--- src/rtl/tdm_pkg.sv ---
// tdm_pkg: TDM frame geometry and FSM states shared by transmitter and receiver
//   SLOTn_LEN / SLOTn_TERM : samples per slot and last count value of each slot
//   NUM_SLOTS, FRAME_LEN   : slots per frame, samples per frame
//   PHASE_MOD              : modulus of the count13 phase counter
//   tdm_state_t            : IDLE / HUNT / LOCKED
package tdm_pkg;
   localparam int NUM_SLOTS = 4;
   localparam int PHASE_MOD = 13;
   localparam int SLOT0_LEN = 143;
   localparam int SLOT1_LEN = 110;
   localparam int SLOT2_LEN = 77;
   localparam int SLOT3_LEN = 44;
   localparam int FRAME_LEN = SLOT0_LEN + SLOT1_LEN + SLOT2_LEN + SLOT3_LEN;
   localparam logic [7:0] SLOT0_TERM = 8'(SLOT0_LEN - 1);
   localparam logic [7:0] SLOT1_TERM = 8'(SLOT1_LEN - 1);
   localparam logic [7:0] SLOT2_TERM = 8'(SLOT2_LEN - 1);
   localparam logic [7:0] SLOT3_TERM = 8'(SLOT3_LEN - 1);

   typedef enum logic [1:0] {IDLE, HUNT, LOCKED} tdm_state_t;

   function automatic logic [7:0] slot_term(input logic [1:0] s);
      return s == 2'd0 ? SLOT0_TERM :
             s == 2'd1 ? SLOT1_TERM :
             s == 2'd2 ? SLOT2_TERM : SLOT3_TERM;
   endfunction
endpackage

--- src/rtl/tdm_slot_counter.sv ---
// tdm_slot_counter: sample/slot/phase position of the sample currently presented
//   clk, rst_n : clock, asynchronous active-low reset
//   load       : return to frame start (count=0, slot=0, count13=0); wins over en
//   en         : advance one sample
//   count      : sample index within slot
//   slot       : slot index 0..3
//   count13    : modulo-13 phase
//   last       : count is the terminal value of the current slot
module tdm_slot_counter
   import tdm_pkg::*;
(
   input  logic       clk,
   input  logic       rst_n,
   input  logic       load,
   input  logic       en,
   output logic [7:0] count,
   output logic [1:0] slot,
   output logic [3:0] count13,
   output logic       last
);
   assign last = count == slot_term(slot);

   always_ff @(posedge clk or negedge rst_n)
      if (!rst_n) begin
         count   <= '0;
         slot    <= '0;
         count13 <= '0;
      end else if (load) begin
         count   <= '0;
         slot    <= '0;
         count13 <= '0;
      end else if (en) begin
         count   <= last ? 8'd0 : count + 8'd1;
         slot    <= last ? slot + 2'd1 : slot;
         count13 <= count13 == 4'(PHASE_MOD - 1) ? 4'd0 : count13 + 4'd1;
      end
endmodule

--- src/rtl/tdm_deframer.sv ---
// tdm_deframer: locks to a 4-slot TDM frame and demultiplexes samples per channel
//   clk, rst_n : clock, asynchronous active-low reset
//   holder     : stream active; low forces IDLE
//   sync       : pulse marking slot 0 sample 0; din: sample stream
//   ch_data/ch_sel/ch_valid : demultiplexed sample, its slot, strobe (1-cycle latency)
//   count/count13 : position of the presented sample; locked; frame_err pulse
//   ch_active  : per-channel activity; built only with TDM_DEFRAMER_ACTIVITY_EN,
//                otherwise constant 4'b1111
module tdm_deframer
   import tdm_pkg::*;
#(
   parameter int DATA_W    = 8,
   parameter int ERR_LIMIT = 2
) (
   input  logic              clk,
   input  logic              rst_n,
   input  logic              holder,
   input  logic              sync,
   input  logic [DATA_W-1:0] din,
   output logic [DATA_W-1:0] ch_data,
   output logic [1:0]        ch_sel,
   output logic              ch_valid,
   output logic [7:0]        count,
   output logic [3:0]        count13,
   output logic              locked,
   output logic              frame_err,
   output logic [3:0]        ch_active
);
   localparam int MW = ERR_LIMIT < 1 ? 1 : $clog2(ERR_LIMIT + 1);

   tdm_state_t    state, nxt;
   logic [MW-1:0] mis, mis_d;
   logic [1:0]    slot;
   logic          last, wrap, hit, err, realign, load;

   // The counter always describes the sample on ch_data, so the sample being
   // sampled now sits at frame start exactly when the counter is at slot 3's end.
   tdm_slot_counter u_cnt (
      .clk     (clk),
      .rst_n   (rst_n),
      .load    (load),
      .en      (locked),
      .count   (count),
      .slot    (slot),
      .count13 (count13),
      .last    (last)
   );

   assign locked   = state == LOCKED;
   assign ch_valid = locked;
   assign ch_sel   = slot;
   assign wrap     = last && slot == 2'(NUM_SLOTS - 1);
   assign hit      = int'(mis) + 1 >= ERR_LIMIT;
   // Outside LOCKED the position is held at frame start so outputs read zero.
   assign load     = realign || nxt != LOCKED;

   always_comb begin
      nxt     = state;
      err     = 1'b0;
      realign = 1'b0;
      mis_d   = '0;
      case (state)
         IDLE: nxt = HUNT;
         HUNT: begin
            nxt     = sync ? LOCKED : HUNT;
            realign = sync;
         end
         LOCKED: begin
            if (sync && wrap) begin
               realign = 1'b1;
            end else if (sync || wrap) begin
               // Early sync at the limit re-acquires at once; a missing sync drops lock.
               err     = 1'b1;
               mis_d   = hit ? '0 : mis + MW'(1);
               realign = hit && sync;
               nxt     = hit && !sync ? HUNT : LOCKED;
            end else begin
               mis_d = mis;
            end
         end
         default: nxt = IDLE;
      endcase
      if (!holder) begin
         nxt     = IDLE;
         err     = 1'b0;
         realign = 1'b0;
         mis_d   = '0;
      end
   end

   always_ff @(posedge clk or negedge rst_n)
      if (!rst_n) begin
         state     <= IDLE;
         mis       <= '0;
         ch_data   <= '0;
         frame_err <= 1'b0;
      end else begin
         state     <= nxt;
         mis       <= mis_d;
         ch_data   <= nxt == LOCKED ? din : '0;
         frame_err <= err;
      end

`ifdef TDM_DEFRAMER_ACTIVITY_EN
   logic acc;

   // Activity is judged on the presented samples; a slot's flag is written
   // while its last sample is on ch_data.
   always_ff @(posedge clk or negedge rst_n)
      if (!rst_n) begin
         ch_active <= '0;
         acc       <= 1'b0;
      end else if (nxt != LOCKED) begin
         ch_active <= '0;
         acc       <= 1'b0;
      end else begin
         if (locked && last) ch_active[slot] <= acc || |ch_data;
         acc <= locked && !last && !realign && (acc || |ch_data);
      end
`else
   assign ch_active = 4'b1111;
`endif
endmodule

--- config.mk ---
export PLATFORM = sky130hd
export DESIGN_NAME = tdm_deframer
export DESIGN_NICKNAME = d
export VERILOG_FILES = /design/src/rtl/tdm_pkg.sv /design/src/rtl/tdm_slot_counter.sv /design/src/rtl/tdm_deframer.sv
export SDC_FILE = /design/constraint.sdc
export NUM_CORES = 1
export LEC_CHECK = 0
export ABC_AREA = 1
export CELL_PAD_IN_SITES_DETAIL_PLACEMENT = 1
export CELL_PAD_IN_SITES_GLOBAL_PLACEMENT = 2
export CORE_MARGIN = 1.5
export CORE_UTILIZATION = 28
export CTS_CLUSTER_DIAMETER = 40
export CTS_CLUSTER_SIZE = 40
export DETAILED_ROUTE_END_ITERATION = 8
export PLACE_DENSITY_LB_ADDON = 0.1
export SYNTH_ARGS = -nofsm -noshare
export SYNTH_HDL_FRONTEND = slang
export SYNTH_SLANG_ARGS = --single-unit
export TNS_END_PERCENT = 10
--- constraint.sdc ---
create_clock -name clk -period 3.35 [get_ports clk]
set_input_delay 1.005 -clock clk [delete_from_list [all_inputs] [get_ports clk]]
set_output_delay 1.005 -clock clk [all_outputs]
set_load 0.03 [all_outputs]
==> key figures <==
Synth
  – Synthesized area: 0.00173 sq mm
  – Post-synth ARST share: 1.00
  – Syn Area/Cell: 7.59 sq um
  – Synth area leader: dfrtp_1
  – Most frequent cells after synthesis: 59 x nand2_1, 34 x nor2_1, 30 x inv_1
  – Yosys top cell area share: 0.390
  – Number of synthesized register bits: 27
  – Post-synth EDFFs: 0
  – Yosys Warn Count: 0
  – Syn Inst Count: 228
  – Sequential share of the synthesized area: 0.390
  – Area contributors post-synth: dfrtp_1 39%, nand2_1 13%, ha_1 12%, nor2_1 7.4%, inv_1 6.5%
  – Netlist cell types: 31
  – Most frequent cell after synthesis: nand2_1
  – Main synth FF type: dfrtp_1

Finish
  – Post-route insts no fill: 339
  – Fraction of layout cells with a size suffix above 1: 0.0758
  – Ant diodes: 0
  – Register area: 676 sq um
  – FILL cells: 734
  – Multi-input logic area: 860 sq um
  – Area grow syn2layout: 26.8%
  – NumNets Final: 293
  – Layout Utilization: 0.368
  – Fin area: 0.00219 sq mm

Die
  – Die width: 81.6 um
  – Full die area: 0.00666 sq mm
  – Die H: 81.6 um
  – I/O pin count: 41
  – Core area: 0.00596 sq mm
  – Initial Utilization: 0.291
  – Std-Cell Rows: 28

Clock tree
  – Clk_lat worst skew: 0.28 ns
  – CTS tree: done
  – Total CTS buffers: 3
  – CTS Root Buffer Type: clkbuf_8
  – Reg clk slew, reported paths: 0.10 ns
  – Setup Fix Bufs, Post-CTS: 0
  – Clock sink count: 27
  – H-tree levels: 1
  – Cts repair resizes: 0
  – CTS max path bufs: 2
  – Hold buffers post-CTS: 0

Place
  – Dpl ws: 0.418 ns
  – I/O Buffers: 36
  – Placed inst area: 0.00214 sq mm
  – GPL Wtd Cong: 0.769
  – Placed cells: 335
  – Dpl hpwl: 3.16 mm

STA
  – Final min period: 2.84 ns
  – Final Hold Viols: 0
  – Fin crit share: 0.848
  – Worst Skew: 0.00692 ns
  – Worst hold margin: 0.567 ns
  – Post-route setup slack: 0.508 ns
  – RSZ-0062 raised after global routing: false
  – Pins Over Slew Limit: 0
  – FMAX: 0.352 GHz
  – Final number of setup-violating endpoints: 0
  – Setup TNS Final: 0 ns

Worst setup path
  – Crit path from: u_cnt.slot[0]$_DFFE_PN0P_
  – Reg-to-reg startpoint: u_cnt.slot[0]$_DFFE_PN0P_
  – WP data arrival: 3.07 ns
  – Crit Path Class: register to register
  – Required @ worst endpoint: 3.58 ns
  – CP Capture Point: u_cnt.count[4]$_DFFE_PN0P_
  – Worst R2R Path Depth: 20
  – Setup crit end kind: register
  – Register-to-register setup slack: 0.51 ns
  – CP Max Fanout: 8
  – Startpoint types: register
  – Reg2reg end: u_cnt.count[4]$_DFFE_PN0P_

Detailed routing
  – DR vias/cell: 4.39
  – Antenna viol nets, final: 0
  – WL/cell: 12.0 um
  – DR pass1 iterations: 4
  – Drt total wl: 4.08 mm
  – 1st-iter DRT viols: 29
  – # DRC: 0
  – Detailed-route via count: 1,488

Pwr
  – Static leakage: 1.08 nW
  – Power, Total: 0.632 mW
  – Worst-case vdd ir drop: 0.000128 V
  – Pwr Density: 288 mW/mm^2

Global route
  – Antenna violations before repair: 0
  – Global-route wire length before repair: 6.90 mm
  – Remaining Overflow, GRT: 0
  – Total track usage: 0.136
  – Largest net degree at the start of global routing: 28
  – Vias in the first global route: 1,459

Status
  – Outcome: complete, no violations

Min path
  – Hold WC Path Type: register to register
  – Hold Path Depth: 2

Run
  – Max-capacitance violation count: 0
==> where the power goes <==
| group | internal (mW) | switching (mW) |
|---|---|---|
| Clock | 0.0848 | 0.116 |
| Sequential | 0.331 | 0.00430 |
| Combinational | 0.0356 | 0.0602 |
| Total | 0.451 | 0.181 |
==> cell usage in the layout (no fill, tap or decap) <==
cell type and instances:
a31oi_1 1, o21ai_0 5, nand2_4 1, nand3_2 1, a21oi_2 2, nand2_2 1, o21a_1 1, nand2_1 59
nand4_1 1, nand3b_1 1, xor2_1 3, o211ai_1 1, a21oi_1 4, nand3_1 15, dfrtp_1 27, clkdlybuf4s50_1 36
buf_4 2, clkbuf_8 3, nor2_1 34, inv_2 6, a211oi_2 1, inv_1 30, nor2_4 1, xnor2_1 2
ha_1 16, o21ai_1 1, a21boi_1 1, clkinv_2 1, conb_1 4, a211oi_1 2, clkinvlp_4 1
==> routing by layer <==
| layer | vias to the layer above | global-route usage | share of wire |
|---|---|---|---|
| met1 | 705 | 0.184 | 0.49 |
| met4 | 0 | 0.0458 | 0.013 |
| met2 | 21 | 0.224 | 0.47 |
| li1 | 757 | - | - |
| met3 | 5 | 0.0189 | 0.024 |
| met5 | - | 0 | 0 |
==> worst max-delay path, stage by stage (launching register included) <==
cell      delay [ns]
dfrtp_1         0.44
inv_1           0.09
ha_1            0.23
nor2_1          0.13
nand2_1         0.07
nand2_1         0.07
inv_1           0.03
nor2_1          0.11
nand2_1         0.13
inv_2           0.15
nand2_1         0.13
ha_1            0.24
o21ai_0         0.17
nand2_1         0.09
nand2_1         0.07
nand2_1         0.08
nor2_4          0.18
nand2_4         0.11
clkinv_2        0.11
nand3_1         0.09
nand2_1         0.08
==> flip-flops by register name (all words and copies together), names as in the netlist <==
register / count
ch_data: 8
u_cnt.count: 8
u_cnt.count13: 4
mis: 2
state: 2
u_cnt.slot: 2
frame_err: 1
==> final cells by class <==
class | count | share of cell area
clock buffer | 3 | 0.0188
clock inverter | 1 | 0.00342
inverter | 37 | 0.0639
multi-input combinational | 158 | 0.392
sequential | 27 | 0.308
tap | 75 | 0.0428
timing repair buffer | 38 | 0.171
==> cells by family after synthesis <==
kind of cell | after synthesis | synth area share
buf+inv | 46 | 0.119
xor+xnor | 5 | 0.0253
flops | 27 | 0.390
simple gates | 114 | 0.275
fa+ha+maj | 16 | 0.116
compound gates | 19 | 0.0716
other cells | 1 | 0.00217
==> worst min-delay path by stage <==
stage | endpoint | from
2_1_floorplan | mis[1]$_DFFE_PN0P_ | mis[1]$_DFFE_PN0P_
3_3_place_gp | u_cnt.count[4]$_DFFE_PN0P_ | u_cnt.count[4]$_DFFE_PN0P_
3_5_place_dp | u_cnt.count[4]$_DFFE_PN0P_ | u_cnt.count[4]$_DFFE_PN0P_
4_1_cts | u_cnt.count[4]$_DFFE_PN0P_ | u_cnt.count[4]$_DFFE_PN0P_
5_1_grt | mis[0]$_DFFE_PN0P_ | mis[0]$_DFFE_PN0P_
6_report | u_cnt.count[4]$_DFFE_PN0P_ | u_cnt.count[4]$_DFFE_PN0P_
Note: power is estimated with default switching activity, not from simulation.
